[config.mk]
export PLATFORM = sky130hd
export DESIGN_NAME = mux8_serial_tx
export DESIGN_NICKNAME = d
export VERILOG_FILES = /design/src/rtl/mux_ser_pkg.sv /design/src/rtl/mux8_serial_tx.sv /design/src/rtl/mux8_serializer_ctrl.sv
export SDC_FILE = /design/constraint.sdc
export NUM_CORES = 1
export LEC_CHECK = 0
export ABC_AREA = 1
export ABC_CLOCK_PERIOD_IN_PS = 1200
export CAP_MARGIN = 20
export CORE_MARGIN = 2
export CORE_UTILIZATION = 47
export CTS_CLUSTER_SIZE = 28
export DETAILED_ROUTE_END_ITERATION = 8
export HOLD_SLACK_MARGIN = 0.08
export PLACE_DENSITY = 0.82
export SETUP_SLACK_MARGIN = 0.2
export SYNTH_ARGS = -nofsm -noshare
export SYNTH_HDL_FRONTEND = slang
export SYNTH_SLANG_ARGS = --single-unit
[constraint.sdc]
create_clock -name clk -period 1.2 [get_ports clk]
set_input_delay 0.3 -clock clk [delete_from_list [all_inputs] [get_ports clk]]
set_output_delay 0.3 -clock clk [all_outputs]
set_load 0.02 [all_outputs]
[src/rtl/mux_ser_pkg.sv]
// ============================================================================
// mux_ser_pkg : shared constants for the 8:1 mux serializer sequencer
// Rev 1.0
// ============================================================================
`default_nettype none

package mux_ser_pkg;

  // FSM encoding; 2'd3 is illegal and recovers to IDLE
  localparam logic [1:0] IDLE  = 2'd0;
  localparam logic [1:0] SHIFT = 2'd1;
  localparam logic [1:0] GAP   = 2'd2;

  localparam int BIT_CNT_W = 3;
  localparam int GAP_CNT_W = 4;

  localparam logic [2:0] SEL_FIRST_LSB = 3'd0;
  localparam logic [2:0] SEL_FIRST_MSB = 3'd7;

  function automatic logic [2:0] sel_step(input logic [2:0] sel, input logic lsb_first);
    return lsb_first ? (sel + 3'd1) : (sel - 3'd1);
  endfunction

endpackage

`default_nettype wire

[src/rtl/mux8_serial_tx.sv]
// ============================================================================
// mux8_serial_tx : sequencer plus the 8:1 mux it drives. Rev 1.0
// ============================================================================
`default_nettype none

module mux8_serial_tx #(
  parameter bit          LSB_FIRST = 1'b1,
  parameter int unsigned GAP_TICKS = 2
) (
  input  logic       clk,
  input  logic       rst,
  input  logic       in_valid,
  output logic       in_ready,
  input  logic [7:0] in_data,
  input  logic       tick,
  output logic       ser_out,
  output logic       ser_valid,
  output logic       ser_last,
  output logic       busy
);

  logic [7:0] mux_din;
  logic [2:0] mux_sel;
  logic       mux_z;

  assign mux_z = mux_din[mux_sel];

  mux8_serializer_ctrl #(
    .LSB_FIRST (LSB_FIRST),
    .GAP_TICKS (GAP_TICKS)
  ) u_ctrl (
    .clk       (clk),
    .rst       (rst),
    .in_valid  (in_valid),
    .in_ready  (in_ready),
    .in_data   (in_data),
    .tick      (tick),
    .mux_din   (mux_din),
    .mux_sel   (mux_sel),
    .mux_z     (mux_z),
    .ser_out   (ser_out),
    .ser_valid (ser_valid),
    .ser_last  (ser_last),
    .busy      (busy)
  );

endmodule

`default_nettype wire

[src/rtl/mux8_serializer_ctrl.sv]
// ============================================================================
// mux8_serializer_ctrl : holds a word on the 8:1 mux, walks its select once
// per tick and registers the mux output as a serial stream. Rev 1.0
// ============================================================================
`default_nettype none

module mux8_serializer_ctrl
  import mux_ser_pkg::*;
#(
  parameter bit          LSB_FIRST = 1'b1,
  parameter int unsigned GAP_TICKS = 2
) (
  input  logic       clk,
  input  logic       rst,
  input  logic       in_valid,
  output logic       in_ready,
  input  logic [7:0] in_data,
  input  logic       tick,
  output logic [7:0] mux_din,
  output logic [2:0] mux_sel,
  input  logic       mux_z,
  output logic       ser_out,
  output logic       ser_valid,
  output logic       ser_last,
  output logic       busy
);

  localparam logic [2:0] SEL_START = LSB_FIRST ? SEL_FIRST_LSB : SEL_FIRST_MSB;
  localparam bit         SKIP_GAP  = (GAP_TICKS == 0);
  localparam int         GAP_LAST_I = SKIP_GAP ? 0 : int'(GAP_TICKS) - 1;
  localparam logic [GAP_CNT_W-1:0] GAP_LAST = GAP_LAST_I[GAP_CNT_W-1:0];

  logic [1:0]           state;
  logic [BIT_CNT_W-1:0] bit_cnt;
  logic [GAP_CNT_W-1:0] gap_cnt;

  assign in_ready = (state == IDLE);
  assign busy     = ~in_ready;

  always_ff @(posedge clk or posedge rst) begin
    if (rst) begin
      state     <= IDLE;
      mux_din   <= 8'h00;
      mux_sel   <= 3'd0;
      bit_cnt   <= '0;
      gap_cnt   <= '0;
      ser_out   <= 1'b0;
      ser_valid <= 1'b0;
      ser_last  <= 1'b0;
    end else begin
      // Strobes are pulses; only a SHIFT tick re-asserts them below.
      ser_valid <= 1'b0;
      ser_last  <= 1'b0;
      case (state)
        IDLE: begin
          if (in_valid) begin
            mux_din <= in_data;
            mux_sel <= SEL_START;
            bit_cnt <= '0;
            state   <= SHIFT;
          end
        end
        SHIFT: begin
          if (tick) begin
            ser_out   <= mux_z;
            ser_valid <= 1'b1;
            ser_last  <= (bit_cnt == 3'd7);
            // Eight steps bring the select back to SEL_START.
            mux_sel   <= sel_step(mux_sel, LSB_FIRST);
            bit_cnt   <= bit_cnt + 3'd1;
            if (bit_cnt == 3'd7) begin
              gap_cnt <= '0;
              state   <= SKIP_GAP ? IDLE : GAP;
            end
          end
        end
        GAP: begin
          if (tick) begin
            gap_cnt <= gap_cnt + 4'd1;
            if (gap_cnt == GAP_LAST) begin
              state <= IDLE;
            end
          end
        end
        default: state <= IDLE;
      endcase
    end
  end

endmodule

`default_nettype wire

==> out/metrics.cfg <==
[status]
status = finished, violations left
violations = negative setup slack

[logic_synthesis]
synth_compound_area_share_pct = 9.60
synthDistinctLibCells = 21
syn_nets = 152
seq_area_frac_synth_pct = 48.5
synthSimpleGateAreaFrac_pct = 25.9
syn_avg_cell_area_sq_um = 8.79
synth_top_family_by_area = simple AND/OR/NAND/NOR gates
netlist.top_cell.by_area = dfrtp_1
synthAdderAreaFrac_pct = 5.27
syn_area_sq_um = 1190
yosysWarnings = 0
syn_inst = 135
ys_seq_elements = 23
synth_mux_area_share_pct = 1.27
synth.area.top_cells = dfrtp_1, nand2_1, nand3_1
synth_top_area_share_pct = 48.5
synthXorXnorAreaFrac_pct = 0.738

[clocking]
path_clk_slew_ns = 0.11
clock_latency_ns = 0.30
cts-buffers-inserted = 3
hold_buffers = 0
cts.sinks = 23
cts_max_path_buffers = 2
htreeDepth = 1
cts_tree = done
cts-root-buf = clkbuf_4

[drt]
routed_wl_um = 2460
vias = 978
firstDrtPassIters = 4
drt_iter0_drc = 14
wl_per_cell_um = 12.2
drcViolationCount = 0
antenna_left = 0
viasPerCell = 4.87

[pwr]
max-vdd-ir-drop_v = 0.00123
power_density_nw_per_um2 = 1950
leakage_uw = 0.000819

[floorplan]
initial_core_util_pct = 48.8
core-area_sq_um = 2430
io_pins = 17
die_x_um = 54.2
die_area_sq_um = 2940
rows = 18
fp.dieH_um = 54.2

[worst_setup_path]
required_ns = 0.90
critPathLaunchType = flip-flop
endpoint_kind = primary output
crit_fanout = 3
arrival_ns = 1.03
path_class = flip-flop to primary output

[placement]
hpwl_um = 1740
place_congestion = 0.762
dp.cells = 192
io_buffer_count = 16
place_area_sq_um = 1520

[sta]
worst_slack_ns = -0.132
max-slew-margin-rel_pct = 83.0
hold_viol = 0
max_clock_freq_mhz = 751
post-route-period-util_pct = 111
worstMarginPinSlew_ns = 0.255
setup_viol = 22
layout_min_cycle_time_ns = 1.33
rsz0062_at_grt = yes
finClkSkew_ns = 0.00182
drv_slew = 0

[layout]
drive_gt1_share_pct = 40.4
antenna_cells = 0
layoutNonFillerInstCount = 201
final_nets = 189
final_area_sq_um = 1680
area_growth_pct = 41.9

[global_route]
antenna_found_initial = 0
grt_first_pass_wirelength_um = 4000
grt_overflow = 0
grt_max_degree = 24
track_usage_pct = 19.1
grt_pass1_vias = 961

[run]
maxCapViolations = 0

[worst_hold_path]
min_path_type = input port to asynchronous set/reset pin

layout make-up:
| class | count | area, sq um |
|---|---|---|
| Sequential cell | 23 | 576 |
| Clock buffer | 4 | 26.3 |
| Fill cell | 193 | 749 |
| Inverter | 23 | 91.3 |
| Timing Repair Buffer | 33 | 347 |
| Tap cell | 30 | 37.5 |
| Multi-Input combinational cell | 88 | 606 |
critical path: stages, from the launching register on:
cell and delay [ns]:
dfrtp_1 0.43, nor2_4 0.14, inv_2 0.04, buf_6 0.12
final timing paths:
kind                              startpoint                 to  slack, ns  depth (start not counted)
max                          u_ctrl.state[1]               busy      -0.13                          3
min                                      rst  u_ctrl.gap_cnt[2]       0.31                          3
max reg2reg                  u_ctrl.state[1]  u_ctrl.mux_din[4]      -0.10                          5
min reg2reg                u_ctrl.mux_din[0]  u_ctrl.mux_din[0]       0.52                          2
max in group asynchronous                rst  u_ctrl.bit_cnt[0]       0.76                          3
min in group clk           u_ctrl.mux_din[0]  u_ctrl.mux_din[0]       0.52                          2
logic make-up after synthesis:
logic type | count (synthesis)
compound gates | 16
xor+xnor | 1
fa+ha+maj | 5
buf+inv | 24
flops | 23
mux | 1
simple gates | 65
placed cells by master (no fill, tap or decap), types with 2 or more instances in the layout:
cell / count
o21ai_2: 5
nand2_2: 7
ha_1: 3
a21oi_1: 2
buf_12: 2
clkdlybuf4s50_1: 11
nand2_8: 2
nand2_4: 2
buf_4: 12
nor2_2: 4
buf_6: 7
inv_1: 14
clkbuf_4: 3
dfrtp_1: 23
nand3_1: 13
nand2_1: 27
o21ai_1: 3
nor2_1: 3
inv_2: 8
nor2_4: 6
a21oi_2: 6
Yosys cell counts:
library cell	n
nand2_1	33
dfrtp_1	23
inv_1	16
nand3_1	13
nor2_1	10
a21oi_2	6
inv_2	6
ha_1	5
nand2_4	4
o21ai_1	4
o21ai_2	3
a21oi_1	2
nor2_2	2
buf_6	1
clkinv_4	1
mux2_4	1
nand2_2	1
nand4_1	1
nor2_4	1
o21ai_0	1
xor2_1	1
metal layers:
metal	GRT usage, %	wire, um	vias to the layer above
met5	0	0	-
met4	5.83	23	0
met3	2.46	77	4
met2	34.5	1340	18
met1	23.6	1010	463
li1	-	-	493
power by group:
part / switching [uW] / total (uW) / internal [uW]
Sequential: 158 / 1180 / 1020
Clock: 211 / 340 / 129
Combinational: 925 / 1760 / 838
state kept, by name, indices dropped and copies added (netlist names):
signal	cells
u_ctrl.ser_valid	1
u_ctrl.gap_cnt	4
u_ctrl.mux_din	8
u_ctrl.ser_out	1
u_ctrl.mux_sel	3
u_ctrl.bit_cnt	3
u_ctrl.state	2
u_ctrl.ser_last	1
metrics by stage:
step	setup TNS [ns]	setup slack, ns	power (uW)	hold WS [ns]	util, %
final	-1.43	-0.132	3280	0.307	69.2
after global routing	-2.84	-0.185	3550	0.325	69.2
after CTS	-1.35	-0.133	3240	0.306	67.4
after detailed placement	-3.69	-0.220	2660	0.503	62.3
after global placement	-3.13	-0.205	2580	0.464	62.3
after floorplan	0	0.0160	2110	0.302	-
what timing repair did:
item	4_1_cts	5_1_grt
endpoints found under the setup margin	27	28
buffers inserted	2	2
resized for setup	46	7
pin swaps	4	3
gates cloned	1	0
Note: power is estimated with default switching activity, not from simulation.
